### src/rtl/fetch_unit.sv
// Program-counter / fetch sequencer with Start/Done handshake, stall and halt.
// Optional FETCH_COUNT_EN adds a saturating 16-bit InstCnt output. Assumes PC_W > OFF_W.
module fetch_unit #(
  parameter int          PC_W       = 10,
  parameter int          OFF_W      = 6,
  parameter int unsigned START_ADDR = 0
) (
  input  logic                    Clk,
  input  logic                    Reset,
  input  logic                    Start,
  input  logic                    BranchEn,
  input  logic                    Zero,
  input  logic signed [OFF_W-1:0] Offset,
  input  logic                    Halt,
  input  logic                    Stall,
  output logic [PC_W-1:0]         ProgCtr,
  output logic                    Running,
`ifdef FETCH_COUNT_EN
  output logic [15:0]             InstCnt,
`endif
  output logic                    Done
);

  typedef enum logic [1:0] {
    IDLE    = 2'b00,
    RUN     = 2'b01,
    DONE    = 2'b10,
    ILLEGAL = 2'b11
  } state_e;

  localparam logic [PC_W-1:0] START_PC = PC_W'(START_ADDR);

  state_e            state_q, state_d;
  logic [PC_W-1:0]   pc_q, pc_d;
  logic              running_q, running_d;
  logic              done_q, done_d;
  logic              start_acc;

  function automatic logic [PC_W-1:0] sext_off(input logic signed [OFF_W-1:0] off);
    return {{(PC_W-OFF_W){off[OFF_W-1]}}, off};
  endfunction

  // Start is only honoured from IDLE or DONE; it is ignored while running.
  assign start_acc = Start && ((state_q == IDLE) || (state_q == DONE));

  always_comb begin
    state_d = state_q;
    pc_d    = pc_q;
    case (state_q)
      IDLE: begin
        if (Start) begin
          state_d = RUN;
          pc_d    = START_PC;
        end
      end
      RUN: begin
        // Stall freezes everything, so a halt seen under stall waits for Stall to drop.
        if (!Stall) begin
          if (Halt) begin
            state_d = DONE;
          end else if (BranchEn && Zero) begin
            pc_d = pc_q + sext_off(Offset);
          end else begin
            pc_d = pc_q + PC_W'(1);
          end
        end
      end
      DONE: begin
        if (Start) begin
          state_d = RUN;
          pc_d    = START_PC;
        end
      end
      default: state_d = IDLE;
    endcase
    running_d = (state_d == RUN);
    done_d    = (state_d == DONE);
  end

  always_ff @(posedge Clk or posedge Reset) begin
    if (Reset) begin
      state_q   <= IDLE;
      pc_q      <= START_PC;
      running_q <= 1'b0;
      done_q    <= 1'b0;
    end else begin
      state_q   <= state_d;
      pc_q      <= pc_d;
      running_q <= running_d;
      done_q    <= done_d;
    end
  end

  assign ProgCtr = pc_q;
  assign Running = running_q;
  assign Done    = done_q;

`ifdef FETCH_COUNT_EN
  logic [15:0] cnt_q, cnt_d;

  function automatic logic [15:0] sat_inc16(input logic [15:0] v);
    return (v == 16'hFFFF) ? v : v + 16'd1;
  endfunction

  // Every non-stalled RUN edge retires one instruction, the halting edge included.
  always_comb begin
    cnt_d = cnt_q;
    if (start_acc) begin
      cnt_d = 16'd0;
    end else if ((state_q == RUN) && !Stall) begin
      cnt_d = sat_inc16(cnt_q);
    end
  end

  always_ff @(posedge Clk or posedge Reset) begin
    if (Reset) begin
      cnt_q <= 16'd0;
    end else begin
      cnt_q <= cnt_d;
    end
  end

  assign InstCnt = cnt_q;
`else
  logic unused_start_acc;
  assign unused_start_acc = start_acc;
`endif

endmodule

### config.mk
export PLATFORM = sky130hd
export DESIGN_NAME = fetch_unit
export DESIGN_NICKNAME = d
export VERILOG_FILES = /design/src/rtl/fetch_unit.sv
export SDC_FILE = /design/constraint.sdc
export NUM_CORES = 1
export LEC_CHECK = 0
export CAP_MARGIN = 20
export CORE_ASPECT_RATIO = 1.4
export CORE_UTILIZATION = 53
export CTS_CLUSTER_DIAMETER = 30
export CTS_CLUSTER_SIZE = 24
export DETAILED_ROUTE_END_ITERATION = 10
export GPL_ROUTABILITY_DRIVEN = 0
export GPL_TIMING_DRIVEN = 0
export PLACE_DENSITY_LB_ADDON = 0.15
export SETUP_SLACK_MARGIN = 0.2
export SLEW_MARGIN = 0
export SYNTH_ARGS = -nofsm -noshare
export SYNTH_HDL_FRONTEND = slang
export SYNTH_SLANG_ARGS = --single-unit
export TNS_END_PERCENT = 100
### constraint.sdc
create_clock -name Clk -period 4 [get_ports Clk]
set_input_delay 1 -clock Clk [delete_from_list [all_inputs] [get_ports Clk]]
set_output_delay 1 -clock Clk [all_outputs]
set_load 0.03 [all_outputs]
After elaboration in Yosys (flattened, before gate mapping)

Index checks and enable logic that the tools add are counted.

Register bits after elaboration: 14
Logic and storage cells: 27

Add/subtract/negate cells: 2
Eq/ne operators: 7
Multiplexer cells: 9
Reduce and logical (&&, ||, !) cells: 5

Operators with widths:

| kind                                                 | count |
|---|---|
| two-way mux 10 bit                                   | 4 |
| case mux 10 bit (2 select lines)                     | 1 |
| adder 10 x 1 -> 10 bit (second input constant)       | 1 |
| adder 10 bit                                         | 1 |
| two-way mux 2 bit                                    | 3 |
| equality test 2 x 1 -> 1 bit (second input constant) | 2 |
| equality test 2 bit (second input constant)          | 2 |
| != test 2 bit (second input constant)                | 2 |
| case mux 2 bit (2 select lines)                      | 1 |
| AND reduction 4 bit                                  | 1 |
| zero test 2 bit                                      | 1 |
| != test 2 x 1 -> 1 bit (second input constant)       | 1 |
| nonzero test 2 bit                                   | 1 |
| OR reduction 2 bit                                   | 1 |
| logical AND 1 bit                                    | 1 |

Depth between registers and ports, before layout

Depth in word-level cells: 5
Gate-level depth with buffers: 10

Least setup slack after synthesis

No wires, ideal clock.

Path kind: input-to-reg
From: input Offset[2]
To: register pc_q[6] (netlist: ProgCtr[6])
Library setup time: 0.121 ns
Arrival time: 2.693 ns
Required time: 3.879 ns
Path slack: 1.186 ns
Cell stages on the path: 8
Cell sequence: and3_2 ha_1 nor2b_1 o31a_1 or3_2 o22ai_1 o21bai_1 a22o_1

Cells in the longest elaborated chain, start to end: 5

Ends and longest elaborated chain:

| element                          | line | text |
|---|---|---|
| start, declared                  | 13   | `input logic signed [OFF_W-1:0] Offset,` |
| adder 10 bit                     | 62   | `pc_d = pc_q + sext_off(Offset);` |
| two-way mux 10 bit               | 61   | `end else if (BranchEn && Zero) begin` |
| two-way mux 10 bit               | 59   | `if (Halt) begin` |
| two-way mux 10 bit               | 58   | `if (!Stall) begin` |
| case mux 10 bit (2 select lines) | 49   | `case (state_q)` |
| end signal, assigned             | 88   | `pc_q <= pc_d;` |
| end, declared                    | 34   | `logic [PC_W-1:0] pc_q, pc_d;` |

Every way passes these cells. The select of a mux whose other input is x is not followed.
A chain may end at the register's enable or synchronous reset.

Final worst setup path

From: input Zero
To: register pc_q[6] (netlist: ProgCtr[6])

Cells in the longest elaborated chain, start to end: 5

Ends and longest elaborated chain:

| element                          | line | text |
|---|---|---|
| start, declared                  | 12   | `input logic Zero,` |
| logical AND 1 bit                | 61   |  |
| two-way mux 10 bit               | 61   |  |
| two-way mux 10 bit               | 59   |  |
| two-way mux 10 bit               | 58   |  |
| case mux 10 bit (2 select lines) | 49   |  |

Every way passes these cells. The select of a mux whose other input is x is not followed.

==> results.yml <==
status:
  status: "finished, final reports clean"
global_route:
  grt_max_degree: 15
  grt_pass1_wl_um: 3746
  antenna_found_initial: 0
  grt.overflow.total: 0
  grt_usage_pct: 25.27
  grt_pass1_vias: 885
worst_setup_path:
  required_ps: 4180
  crit_arrival_ps: 3420
  crit_type: "in -> reg"
  critPathMaxFanout: 6
  critPathLaunchType: "primary input"
  critPathCaptureType: "register"
sta:
  period_share_pct: 81.00
  rsz0062_at_grt: "no"
  holdWs_ps: 517.6
  hold_viol: 0
  setup_ws_ps: 759.9
  setup_tns_ps: 0
  post-route-min-period_ps: 3240
  slew_headroom_pct: 52.34
  max_freq_ghz: 0.3086
  final-max-slew-violation-count: 0
  fin_skew_ps: 3.862
  finalSetupViolations: 0
  worst_slew_pin_slew_ps: 709.5
die:
  die_h_um: 55.04
  num_rows: 18
  die_w_um: 39.88
  coreArea_um2: 1824
  ios: 25
  initial_core_util_pct: 58.37
  die_area_um2: 2195
synthesis:
  ys_seq_elements: 14
  syn-instance-count: 117
  synth_warnings: 0
  synth_nets: 138
  avgSynthCellArea_um2: 9.101
  netlist_area_um2: 1065
  ys_types: 43
  ys_seq_area_share_pct: 32.90
job:
  maxCapViolations: 0
power:
  leakagePower_nw: 0.5774
  p_per_area_nw_per_um2: 535.7
  irDropWorstVdd_v: 0.0003557
  power.total_w: 0.0007319
placement:
  place_hpwl_um: 1808
  placed_area_um2: 1330
  port_buffers: 24
  place_ws_ps: 466.4
layout:
  multiInputGateArea_um2: 659.4
  stdcell_area_um2: 1366
  nNetsFinal: 167
  num-fill-cells: 138
  diodes: 0
  drive_above_1_share_pct: 11.72
  seq_area_um2: 350.3
  area_growth_pct: 28.32
clocking:
  clock_path_buffers: 2
  post_cts_buffers: 0
  holdBufCountCts: 0
  cts.sinks: 14
  clock_latency_ps: 280
  cts.clk_slew.worst_paths_ps: 90
  cts_max_level: 1
  cts_inserted_buffers: 3
  cts_tree: "built"
  cts_resized: 0
  cts-root-buf: "clkbuf_4"
drt:
  drt.antenna.violating_nets: 0
  wl_um: 2434
  wl_per_cell_um: 14.75
  route.vias.total: 987
  drt_iter0_markers: 14
  drc: 0
  viasPerCell: 5.982
  drt-pass1-iter-count: 4
hold_path:
  min_path_type: "reg -> reg"
## cells by family (layout without fill, tap and decap cells)
logic type / after synthesis / count (layout) / synth area share (%)
flip-flops: 14 / 14 / 32.90
AND/OR/NAND/NOR: 40 / 40 / 20.92
AO/OA/AOI/OAI: 38 / 38 / 25.85
adder cells (fa/ha/maj): 8 / 8 / 10.11
buffers and inverters: 11 / 39 / 5.170
multiplexers: 1 / 1 / 0.9401
XOR/XNOR: 5 / 5 / 4.114
## through the flow
step,cells,utilization [%]
after floorplan,117,-
after global placement,161,72.91
after detailed placement,161,72.91
after CTS,165,74.90
after global routing,165,74.90
final,165,74.90
## synth_stat cells, drive strengths merged
master   count  area share, %
o31a         1           0.82
inv          7            2.5
clkinv       1           0.35
nor3         2           0.94
clkbuf       2            1.6
o2bb2ai      3            2.5
a22o         5            4.2
o21ai        9            4.2
o21a         3            2.1
o22ai        2            1.2
a22oi        1           0.71
a211oi       1           0.71
fa           1            1.9
xor2         2            1.6
a31oi        1           0.59
nand4b       1           0.82
mux2i        1           0.94
a311o        1           0.94
xnor2        3            2.5
a21oi        5            2.7
nand3        3            2.6
dfrtp       14             33
a21o         2            1.5
buf          1           0.71
a2bb2oi      1           0.82
nor2         9            3.2
a221oi       1            1.4
or3          4            2.6
nand2b       2            1.4
and3         3            2.1
nand2       10            3.5
o21bai       1           0.71
ha           7            8.2
nand3b       2            1.4
nor2b        4            2.3
o211ai       1           0.71
## cells in the final DEF, fill, tap and decap left out, types with 2 or more instances in the layout
master,netlist,final
nand3_1,2,2
o21a_1,3,3
and3_2,3,3
clkbuf_4,0,3
clkbuf_8,1,2
clkdlybuf4s50_1,0,24
nor2_1,9,9
nand3b_1,2,2
a22o_1,4,4
ha_1,7,7
or3_1,2,2
dfrtp_1,14,14
nor2b_1,4,4
inv_1,7,7
o22ai_1,2,2
xnor2_1,3,3
o2bb2ai_1,3,3
o21ai_0,9,9
xor2_1,2,2
nand2_1,10,10
a21oi_1,4,4
nor3_1,2,2
or3_2,2,2
## report_power, final
group / internal [W] / total (W) / switching [W] / leakage [nW]
Clock: 0.0000554 / 0.000103 / 0.0000477 / 0.0210
Sequential: 0.000187 / 0.000221 / 0.0000336 / 0.186
Combinational: 0.000177 / 0.000408 / 0.000231 / 0.370
## routing by layer
| metal | up-vias | global-route usage [%] | part of all wire (%) |
|---|---|---|---|
| li1 | 482 | - | - |
| met1 | 471 | 29.37 | 40 |
| met2 | 29 | 45.16 | 54 |
| met3 | 5 | 3.600 | 5.1 |
| met4 | 0 | 9.195 | 1.2 |
| met5 | - | 0 | 0 |
## registers in the layout, summed over array words and instances, names as in the netlist
register and flops:
Running 1, Done 1, state_q 2, ProgCtr 10
## cell type report
class / instances / share of cell area (%)
Multi-Input combinational cell: 92 / 48.26
Sequential cell: 14 / 25.64
Timing Repair Buffer: 24 / 17.58
Clock buffer: 4 / 2.656
Inverter: 8 / 2.198
Buffer: 3 / 1.832
Tap cell: 20 / 1.832
## worst paths after layout
check                           startpoint          to  slack, ps  cells after the start
min in group asynchronous            Reset  ProgCtr[5]       1060                      2
worst min register to register  ProgCtr[3]  ProgCtr[3]        520                      2
worst min-delay path            ProgCtr[3]  ProgCtr[3]        520                      2
worst max register to register  ProgCtr[0]  ProgCtr[6]       1800                      9
max in group asynchronous            Reset  ProgCtr[7]       2580                      2
worst max-delay path                  Zero  ProgCtr[6]        760                     11
## worst max-delay path, cell delays in order
cell             delay, ps
clkdlybuf4s50_1        600
nand3b_1               130
ha_1                   210
inv_1                   70
fa_1                   200
nor2b_1                 70
o31a_1                 270
or3_2                  420
o22ai_1                180
o21bai_1                80
a22o_1                 180
Note: power is estimated with default switching activity, not from simulation.
